$ cat config.mk
export PLATFORM = sky130hd
export DESIGN_NAME = sprite_attack_seq_flat
export DESIGN_NICKNAME = d
export VERILOG_FILES = /design/src/rtl/sprite_pkg.sv /design/src/rtl/sprite_attack_seq_if.sv /design/src/rtl/sprite_addr_gen.sv /design/src/rtl/sprite_attack_seq.sv /design/src/flat_wrapper.sv
export SDC_FILE = /design/constraint.sdc
export NUM_CORES = 1
export LEC_CHECK = 0
export ABC_CLOCK_PERIOD_IN_PS = 4200
export BUFFER_PORTS_ARGS = -buffer_cell sky130_fd_sc_hd__buf_2
export CAP_MARGIN = 0
export CORE_ASPECT_RATIO = 2
export CORE_UTILIZATION = 57
export CTS_BUF_LIST = sky130_fd_sc_hd__clkbuf_4
export CTS_CLUSTER_DIAMETER = 60
export DETAILED_ROUTE_END_ITERATION = 12
export PLACE_DENSITY_LB_ADDON = 0.05
export SLEW_MARGIN = 25
export SYNTH_ARGS = -nofsm -noshare
export SYNTH_HDL_FRONTEND = slang
export SYNTH_HIERARCHICAL = 1
export SYNTH_SLANG_ARGS = --single-unit
$ cat constraint.sdc
create_clock -name Clk -period 4.2 [get_ports Clk]
set_input_delay 0.63 -clock Clk [delete_from_list [all_inputs] [get_ports Clk]]
set_output_delay 0.63 -clock Clk [all_outputs]
set_load 0.05 [all_outputs]
$ cat src/rtl/sprite_pkg.sv
// ----------------------------------------------------------------------------
// sprite_pkg
// Shared constants, FSM state type and the ROM address helper for the sprite
// attack animation sequencer and its address pipeline.
//   SPR_W/SPR_H   : sprite frame size in pixels
//   FRAME_WORDS   : ROM words per animation frame (SPR_W*SPR_H)
//   NUM_FRAMES    : frames in the attack animation
//   HOLD_TICKS    : VGA frames each animation frame is shown
//   COOL_TICKS    : VGA frames of cooldown after the animation
//   TRANSPARENT   : palette index that is never drawn
// ----------------------------------------------------------------------------
package sprite_pkg;

   localparam int SPR_W       = 40;
   localparam int SPR_H       = 60;
   localparam int FRAME_WORDS = 2400;
   localparam int NUM_FRAMES  = 4;
   localparam int HOLD_TICKS  = 6;
   localparam int COOL_TICKS  = 8;
   localparam logic [4:0] TRANSPARENT = 5'h00;

   localparam int ADDR_W  = 19;
   localparam int COORD_W = 10;
   localparam int PIX_W   = 5;
   localparam int FRAME_W = 2;
   localparam int CNT_W   = 3;

   typedef enum logic [1:0] {
      IDLE     = 2'd0,
      ACTIVE   = 2'd1,
      COOLDOWN = 2'd2
   } state_t;

   // Linear ROM address of one sprite texel; every term is widened to the
   // full address width before multiplying so nothing is truncated.
   function automatic logic [ADDR_W-1:0] sprite_addr(
      input logic [FRAME_W-1:0] frame,
      input logic [COORD_W-1:0] dy,
      input logic [COORD_W-1:0] col
   );
      return ADDR_W'(frame) * ADDR_W'(FRAME_WORDS)
           + ADDR_W'(dy)    * ADDR_W'(SPR_W)
           + ADDR_W'(col);
   endfunction

endpackage

$ cat src/rtl/sprite_attack_seq_if.sv
// ----------------------------------------------------------------------------
// sprite_attack_seq_if
// Pixel/ROM bus of the sprite sequencer.
//   DrawX, DrawY      : current VGA pixel coordinate
//   SpriteX, SpriteY  : sprite top-left corner
//   rom_addr          : read address to the external sprite ROM
//   rom_data          : ROM palette index, one cycle after rom_addr
//   pixel_index       : aligned palette index
//   pixel_valid       : sprite covers the pixel and index is not transparent
// Flow control: there is no valid/ready pair on this bus. A new coordinate is
// accepted on every Clk edge and the result for it appears exactly three edges
// later; the pipeline never stalls and never drops a pixel.
// master = pixel source / ROM side, slave = sprite_attack_seq.
// ----------------------------------------------------------------------------
interface sprite_attack_seq_if;
   import sprite_pkg::*;

   logic [COORD_W-1:0] DrawX;
   logic [COORD_W-1:0] DrawY;
   logic [COORD_W-1:0] SpriteX;
   logic [COORD_W-1:0] SpriteY;
   logic [ADDR_W-1:0]  rom_addr;
   logic [PIX_W-1:0]   rom_data;
   logic [PIX_W-1:0]   pixel_index;
   logic               pixel_valid;

   modport master (
      output DrawX, DrawY, SpriteX, SpriteY, rom_data,
      input  rom_addr, pixel_index, pixel_valid
   );

   modport slave (
      input  DrawX, DrawY, SpriteX, SpriteY, rom_data,
      output rom_addr, pixel_index, pixel_valid
   );

endinterface

$ cat src/rtl/sprite_addr_gen.sv
// ----------------------------------------------------------------------------
// sprite_addr_gen
// Stages 0-1 of the sprite pixel pipeline plus the window-flag delay line.
//   Clk, Reset_n       : clock, async active-low reset
//   facing             : 1 = mirror the sprite horizontally
//   anim_frame         : animation frame used for the address (sampled here)
//   DrawX/DrawY        : pixel coordinate
//   SpriteX/SpriteY    : sprite top-left corner
//   rom_addr           : registered ROM address (0 outside the sprite)
//   in_win_d2          : window flag aligned with the ROM's output data
// ----------------------------------------------------------------------------
module sprite_addr_gen
   import sprite_pkg::*;
(
   input  logic               Clk,
   input  logic               Reset_n,
   input  logic               facing,
   input  logic [FRAME_W-1:0] anim_frame,
   input  logic [COORD_W-1:0] DrawX,
   input  logic [COORD_W-1:0] DrawY,
   input  logic [COORD_W-1:0] SpriteX,
   input  logic [COORD_W-1:0] SpriteY,
   output logic [ADDR_W-1:0]  rom_addr,
   output logic               in_win_d2
);

   logic [COORD_W-1:0] dx;
   logic [COORD_W-1:0] dy;
   logic [COORD_W-1:0] col;
   logic               in_win;
   logic               in_win_d1;

   // Stage 0. dx/dy wrap when the pixel is left of / above the sprite, so the
   // explicit >= tests are what reject those pixels.
   always_comb begin
      dx     = DrawX - SpriteX;
      dy     = DrawY - SpriteY;
      in_win = (DrawX >= SpriteX) && (dx < COORD_W'(SPR_W)) &&
               (DrawY >= SpriteY) && (dy < COORD_W'(SPR_H));
      col    = facing ? (COORD_W'(SPR_W - 1) - dx) : dx;
   end

   // Stage 1 and the window-flag delay. anim_frame is taken here, so a frame
   // change only affects pixels entering after it.
   always_ff @(posedge Clk or negedge Reset_n) begin
      if (!Reset_n) begin
         rom_addr  <= '0;
         in_win_d1 <= 1'b0;
         in_win_d2 <= 1'b0;
      end else begin
         rom_addr  <= in_win ? sprite_addr(anim_frame, dy, col) : '0;
         in_win_d1 <= in_win;
         in_win_d2 <= in_win_d1;
      end
   end

endmodule

$ cat src/rtl/sprite_attack_seq.sv
// ----------------------------------------------------------------------------
// sprite_attack_seq
// Attack animation sequencer for a 40x60 sprite with a 3-cycle pixel pipeline
// that addresses an external sprite ROM (1-cycle registered read).
//   Clk, Reset_n  : clock, async active-low reset
//   frame_tick    : one-cycle pulse per VGA frame
//   attack_req    : starts an attack when the sequencer is idle
//   facing_left   : 1 = mirror sprite; frozen while an attack runs
//   pix           : pixel/ROM bus (coordinates, rom_addr/rom_data, pixel out)
//   busy          : high in ACTIVE and COOLDOWN
//   anim_done     : one-cycle pulse when the last animation frame ends
//   anim_frame    : animation frame currently displayed
//   state_dbg     : current FSM state
// ----------------------------------------------------------------------------
module sprite_attack_seq
   import sprite_pkg::*;
(
   input  logic                Clk,
   input  logic                Reset_n,
   input  logic                frame_tick,
   input  logic                attack_req,
   input  logic                facing_left,
   sprite_attack_seq_if.slave  pix,
   output logic                busy,
   output logic                anim_done,
   output logic [FRAME_W-1:0]  anim_frame,
   output state_t              state_dbg
);

   localparam logic [CNT_W-1:0]   HOLD_LAST  = CNT_W'(HOLD_TICKS - 1);
   localparam logic [CNT_W-1:0]   COOL_LAST  = CNT_W'(COOL_TICKS - 1);
   localparam logic [FRAME_W-1:0] FRAME_LAST = FRAME_W'(NUM_FRAMES - 1);

   state_t             state;
   logic [CNT_W-1:0]   hold_cnt;
   logic [CNT_W-1:0]   cool_cnt;
   logic               facing_lat;
   logic               facing_eff;
   logic               in_win_d2;

   // Idle follows the live input; otherwise the value captured at attack start.
   assign facing_eff = (state == IDLE) ? facing_left : facing_lat;
   assign state_dbg  = state;

   always_ff @(posedge Clk or negedge Reset_n) begin
      if (!Reset_n) begin
         state      <= IDLE;
         hold_cnt   <= '0;
         cool_cnt   <= '0;
         anim_frame <= '0;
         facing_lat <= 1'b0;
         busy       <= 1'b0;
         anim_done  <= 1'b0;
      end else begin
         anim_done <= 1'b0;
         unique case (state)
            IDLE: begin
               anim_frame <= '0;
               // A tick arriving with the request is deliberately not counted.
               if (attack_req) begin
                  state      <= ACTIVE;
                  hold_cnt   <= '0;
                  facing_lat <= facing_left;
                  busy       <= 1'b1;
               end
            end
            ACTIVE: begin
               if (frame_tick) begin
                  if (hold_cnt == HOLD_LAST) begin
                     hold_cnt <= '0;
                     if (anim_frame == FRAME_LAST) begin
                        state      <= COOLDOWN;
                        anim_frame <= '0;
                        cool_cnt   <= '0;
                        anim_done  <= 1'b1;
                     end else begin
                        anim_frame <= anim_frame + 1'b1;
                     end
                  end else begin
                     hold_cnt <= hold_cnt + 1'b1;
                  end
               end
            end
            COOLDOWN: begin
               if (frame_tick) begin
                  if (cool_cnt == COOL_LAST) begin
                     state <= IDLE;
                     busy  <= 1'b0;
                  end else begin
                     cool_cnt <= cool_cnt + 1'b1;
                  end
               end
            end
            default: begin
               state <= IDLE;
               busy  <= 1'b0;
            end
         endcase
      end
   end

   sprite_addr_gen u_addr_gen (
      .Clk        (Clk),
      .Reset_n    (Reset_n),
      .facing     (facing_eff),
      .anim_frame (anim_frame),
      .DrawX      (pix.DrawX),
      .DrawY      (pix.DrawY),
      .SpriteX    (pix.SpriteX),
      .SpriteY    (pix.SpriteY),
      .rom_addr   (pix.rom_addr),
      .in_win_d2  (in_win_d2)
   );

   // Stage 3: register the ROM data together with its window flag.
   always_ff @(posedge Clk or negedge Reset_n) begin
      if (!Reset_n) begin
         pix.pixel_index <= '0;
         pix.pixel_valid <= 1'b0;
      end else begin
         pix.pixel_index <= pix.rom_data;
         pix.pixel_valid <= in_win_d2 && (pix.rom_data != TRANSPARENT);
      end
   end

endmodule

$ cat src/flat_wrapper.sv
// flat-port wrapper written by rule: the top's interface ports become plain ports
module sprite_attack_seq_flat import sprite_pkg::*;
  (Clk, Reset_n, frame_tick, attack_req, facing_left, busy, anim_done, anim_frame, state_dbg, pix_DrawX, pix_DrawY, pix_SpriteX, pix_SpriteY, pix_rom_data, pix_rom_addr, pix_pixel_index, pix_pixel_valid);
  sprite_attack_seq_if pix_i ();
  input  logic Clk;
  input  logic Reset_n;
  input  logic frame_tick;
  input  logic attack_req;
  input  logic facing_left;
  output logic busy;
  output logic anim_done;
  output logic [FRAME_W-1:0] anim_frame;
  output state_t state_dbg;
  input wire logic [$bits(pix_i.DrawX)-1:0] pix_DrawX;
  input wire logic [$bits(pix_i.DrawY)-1:0] pix_DrawY;
  input wire logic [$bits(pix_i.SpriteX)-1:0] pix_SpriteX;
  input wire logic [$bits(pix_i.SpriteY)-1:0] pix_SpriteY;
  input wire logic [$bits(pix_i.rom_data)-1:0] pix_rom_data;
  output wire logic [$bits(pix_i.rom_addr)-1:0] pix_rom_addr;
  output wire logic [$bits(pix_i.pixel_index)-1:0] pix_pixel_index;
  output wire logic [$bits(pix_i.pixel_valid)-1:0] pix_pixel_valid;
  assign pix_i.DrawX = pix_DrawX;
  assign pix_i.DrawY = pix_DrawY;
  assign pix_i.SpriteX = pix_SpriteX;
  assign pix_i.SpriteY = pix_SpriteY;
  assign pix_i.rom_data = pix_rom_data;
  assign pix_rom_addr = pix_i.rom_addr;
  assign pix_pixel_index = pix_i.pixel_index;
  assign pix_pixel_valid = pix_i.pixel_valid;
  sprite_attack_seq u_core (.Clk(Clk), .Reset_n(Reset_n), .frame_tick(frame_tick), .attack_req(attack_req), .facing_left(facing_left), .pix(pix_i), .busy(busy), .anim_done(anim_done), .anim_frame(anim_frame), .state_dbg(state_dbg));
endmodule
# Word level (Yosys, flattened, before mapping)

Cells that the tools add are included.

Bits in registers: 39
Input bits: 50

Reduce and logical (&&, ||, !) cells: 14
Multiplexer cells: 32
Multipliers: 2
Equal/unequal tests: 12
Order comparisons: 4
Bitwise operators: 1
Add/sub/neg operators: 8

Operators by type and width:

| operator              | number |
|---|---|
| $mux 3                | 8 |
| $ge 10x10->1          | 2 |
| $lt 10x6->1 const B   | 2 |
| $sub 10x10->10        | 2 |
| $add 17x10->18        | 1 |
| $mux 18               | 1 |
| $mux 2                | 9 |
| $add 14x16->17        | 1 |
| $mul 10x3->13 const B | 1 |
| $pmux 3 s2            | 2 |
| $reduce_and 6->1      | 2 |
| $mux 10               | 1 |
| $sub 6x10->10 const A | 1 |
| $mul 2x7->9 const B   | 1 |
| $mux 1                | 8 |
| $ne 2x2->1 const B    | 4 |
| $add 3x1->3 const B   | 2 |
| $eq 3x3->1 const B    | 2 |
| $ne 2x1->1 const B    | 3 |
| $pmux 2 s3            | 1 |
| $reduce_and 3->1      | 2 |
| $reduce_bool 5->1     | 1 |
| $eq 2x2->1 const B    | 2 |
| $logic_and 1x1->1     | 4 |
| 9 further kinds       | 10 |

# Logic depth before layout (Yosys ltp)

Depth after elaboration: 6
Gate-level depth with buffers: 23

# Hierarchy

The synthesis kept the hierarchy.

Modules (own cells, without submodules):

| module            | cells an instance | area each (µm²) | seq. area each (µm²) | times used |
|---|---|---|---|---|
| sprite_addr_gen   | 313               | 2748.9          | 475.5                | 1 |
| sprite_attack_seq | 79                | 864.6           | 475.5                | 1 |

# Least setup slack after synthesis

Ideal clock, no wire load.

Kind: input to register
Start point: input pix_DrawY[0]
End point: register u_core.u_addr_gen.rom_addr[15]
Arrival time: 4895 ps
Slack: -815 ps
Stages: 20
Cells stage by stage: inv_1 ha_1 inv_1 fa_1 a21o_1 a21oi_2 xnor2_1 ha_1 fa_1 xnor2_1 fa_1 inv_1 ha_1 nand3_1 o211ai_1 or4_1 a31o_2 a21oi_1 nor2b_1 o211a_1

Word-level cells in the longest chain between the ends: 5

Ends and longest elaborated chain:

| item                 | RTL line              | text |
|---|---|---|
| from (decl)          | flat_wrapper.sv:15    | `input wire logic [$bits(pix_i.DrawY)-1:0] pix_DrawY;` |
| $sub 10x10->10       | sprite_addr_gen.sv:37 | `dy = DrawY - SpriteY;` |
| $mul 10x3->13        | sprite_pkg.sv:42      | `+ ADDR_W'(dy) * ADDR_W'(SPR_W)` |
| $add 14x16->17       | sprite_pkg.sv:42      |  |
| $add 17x10->18       | sprite_pkg.sv:43      | `+ ADDR_W'(col);` |
| $mux 18 (*)          | sprite_addr_gen.sv:51 | `rom_addr <= in_win ? sprite_addr(anim_frame, dy, col) : '0;` |
| to (signal assigned) | sprite_addr_gen.sv:51 |  |
| to (decl)            | sprite_addr_gen.sv:23 | `output logic [ADDR_W-1:0] rom_addr,` |

Every way passes the cells marked *; elsewhere a longest branch is shown, timed or not.
A chain may end at the register's enable or synchronous reset.

# Worst setup path in the final report

Ends and elaborated chain as after synthesis.

==> results.md <==
* Worst-skew pair later-pin latency at 0.35 ns
* Chip height at 114.6 µm
* Fill count at 389
* Async SR Flop Fraction at 1.000
* Final Cycle Share at 1.097
* FF/Latch Area at 950.9 µm²
* Post-synth EDFFs at 0
* Placed wire-length estimate at 6.687 mm
* Synth area leader: dfrtp_1
* Via/cell ratio at 5.403
* Largest net degree at the start of global routing at 39
* Clk pwr share at 0.074
* Clock slew seen by the registers of the worst setup and hold paths at 0.11 ns
* I/O Pins at 81
* DRC Markers at 0
* FMAX at 217.0 MHz
* Status: finished with violations
* Via Count at 3,415
* Worst slew pin tran at 0.8022 ns
* Top cell type's share of synthesized area at 0.2632
* GRT Util Overall at 0.2610
* Initial core utilization at 0.5967
* Multi-input logic area at 2744 µm²
* Row cnt at 40
* Pre-CTS WS at -0.7871 ns
* CTS max path bufs at 2
* Sequential share of power at 0.113
* Antenna violations before repair at 1
* Setup violators final at 5
* Core Box Area at 6056 µm²
* Sequential cell area fraction in the yosys report at 0.2632
* Layout Cells excl Fill at 632
* CP required at 4.45 ns
* Clk sinks at 38
* Netlist cell types at 59
* Worst-path maximum fanout at 3
* First-pass GRT wire length at 13.56 mm
* Synthesis Warnings at 6
* Endpoints failing hold at 0
* Layout area overhead at 39.61%
* HP Class: in -> async
* Failing checks: setup timing
* Drt first-iter violations at 163
* DIE AREA at 6681 µm²
* Switch share at 0.4369
* # H-tree levels at 2
* Peak supply drop at 0.4331 mV
* Mapped Area at 3613 µm²
* Clk_skew at 0.005484 ns
* Inst Count DP at 619
* Pwr dens at 810.3 nW/µm²
* Cells after Synth at 392
* Critical path class: in -> reg
* Drt pass-1 iters at 4
* Internal Power at 2.302 mW
* Layout cells sized above 1 at 0.4004
* CTS tree: yes
* Final core utilization at 0.8331
* Overflow after GRT at 0
* P_sw at 1.786 mW
* Synthesis-stage register bit count at 38
* Post-layout net count at 661
* Port Buf Inserts at 78
* Total design power at 4.088 mW
* Die W at 58.30 µm
* GPL Wtd Cong at 0.8503
* Max Slew Vio Count at 0
* WL per Instance at 14.44 µm
* Root buf cell: clkbuf_4
* Leakage at 2.644 nW
* Combinational share of power at 0.813
* Crit start category: input pin
* TritonCTS buffer count at 5
* Final setup margin at -0.4089 ns
* Routed Antenna Nets at 0
* Crit end category: register
* Synth Flop Type: dfrtp_1
* Tmin final at 4.609 ns
* RSZ-0062 raised after global routing: yes
* CP Data Arrival Time at 4.86 ns
* Top cells by area, synth: dfrtp_1 26%, ha_1 19%, xnor2_1 5.8%
* MaxCap Viol Count at 0
* Slew margin rel. at 0.4652
* Number of hold buffers added after cts at 0
* Avg Inst Size Synth at 9.218 µm²
* Vias in the first global route at 3,420
* Total routed wirelength at 9.127 mm
* Setup TNS at -1.348 ns
==> synth_stat cells (2+ instances only) <==
cell type	count
ha_1	56
inv_1	47
dfrtp_1	38
nand2_1	26
nor2_1	24
xnor2_1	24
and2_1	17
a21oi_1	15
nand3_1	15
xor2_1	13
o21ai_0	10
fa_1	9
nor3_1	9
nor2b_1	8
a21o_1	6
or4_1	5
buf_4	4
o21a_1	4
a31oi_1	3
mux2_2	3
mux2i_1	3
nand2b_1	3
nand4_1	3
o2111ai_1	3
o211ai_1	3
o21bai_1	3
o22ai_1	3
nor4_1	2
o31ai_1	2
or3_1	2
==> metrics by stage <==
stage / hold WS (ns) / instance area [µm²]
after floorplan: 0.3312 / 3732
after global placement: 0.3387 / 4701
after detailed placement: 0.3465 / 4701
after CTS: 0.3611 / 4858
after global routing: 0.3714 / 5045
final: 0.3553 / 5045
==> metal layers <==
metal	global-route usage	vias up	share of wire
li1	-	1666	-
met1	0.2117	1597	0.33
met2	0.5487	107	0.59
met3	0.01808	45	0.025
met4	0.1651	0	0.056
met5	0	-	0
==> final cells by class <==
class                           instances  share of cell area
Antenna cell                            1           0.0004960
Timing Repair Buffer                  151              0.1887
Sequential cell                        38              0.1885
Inverter                               47             0.03745
Clock inverter                          3             0.01265
Multi-Input combinational cell        303              0.5439
Clock buffer                            5            0.007440
Tap cell                               84             0.02083
==> critical path, stage by stage <==
cell	delay, ns
buf_8	0.11
inv_12	0.04
ha_4	0.12
inv_2	0.03
fa_2	0.34
a21o_1	0.19
a21oi_2	0.19
xnor2_2	0.16
ha_4	0.26
fa_2	0.60
inv_2	0.05
fa_1	0.52
inv_2	0.05
ha_4	0.22
nand3_2	0.07
o211ai_1	0.10
or4_4	0.51
a31o_4	0.25
a21oi_4	0.17
nor2b_2	0.05
o211a_1	0.20
==> state kept, by name, indices dropped and copies added (netlist names), 2 cells and up <==
register	flops
u_core/cool_cnt	3
u_core/state_dbg	2
u_core/u_addr_gen/rom_addr	17
u_core/pix.pixel_index	5
u_core/hold_cnt	3
u_core/anim_frame	2
==> logic make-up (layout without fill, tap and decap cells) <==
group                      after synthesis  after routing  synth area share
DFF                                     38             38            0.2632
muxes                                    6              6           0.01766
and+or+nand+nor                        126            126            0.1915
other                                    1              4          0.001038
AOI/OAI and AO/OA                       66             66            0.1319
buffers and inverters                   53            206           0.06129
adders and majority gates               65             65            0.2438
xor gates and xnor gates                37             37           0.08968
==> final timing paths <==
check                                             from                             end  slack [ns]  cells past startpoint
max                                       pix_DrawY[0]  u_core/u_addr_gen/rom_addr[15]       -0.41                     21
min                                            Reset_n              u_core/hold_cnt[0]        0.36                      1
max reg2reg                        u_core/state_dbg[1]  u_core/u_addr_gen/rom_addr[15]        0.49                     13
min reg2reg                u_core/u_addr_gen/in_win_d1     u_core/u_addr_gen/in_win_d2        0.37                      0
max in group asynchronous                      Reset_n  u_core/u_addr_gen/rom_addr[12]        3.34                      1
min in group Clk           u_core/u_addr_gen/in_win_d1     u_core/u_addr_gen/in_win_d2        0.37                      0
==> placed cells by master (no fill, tap or decap), drive strengths merged, types with 10 or more instances in the layout <==
cell,n
buf,151
ha,56
inv,47
dfrtp,38
nand2,26
nor2,24
xnor2,24
and2,17
a21oi,16
nand3,15
xor2,13
o21ai,10
==> power groups by stage <==
stage          clock network, mW  logic (mW)  registers, mW
6_report                   0.303        3.32          0.463
3_3_place_gp                   0        2.70          0.467
5_1_grt                    0.323        3.62          0.470
2_1_floorplan                  0        1.90          0.518
3_5_place_dp                   0        2.84          0.470
4_1_cts                    0.310        2.90          0.463
==> timing repair <==
item,in CTS,in global routing
buffers inserted,3,2
pin swaps,8,23
gates cloned,0,0
setup endpoints to repair,5,6
resized for setup,8,31
Power figures use the tool's default switching activity.
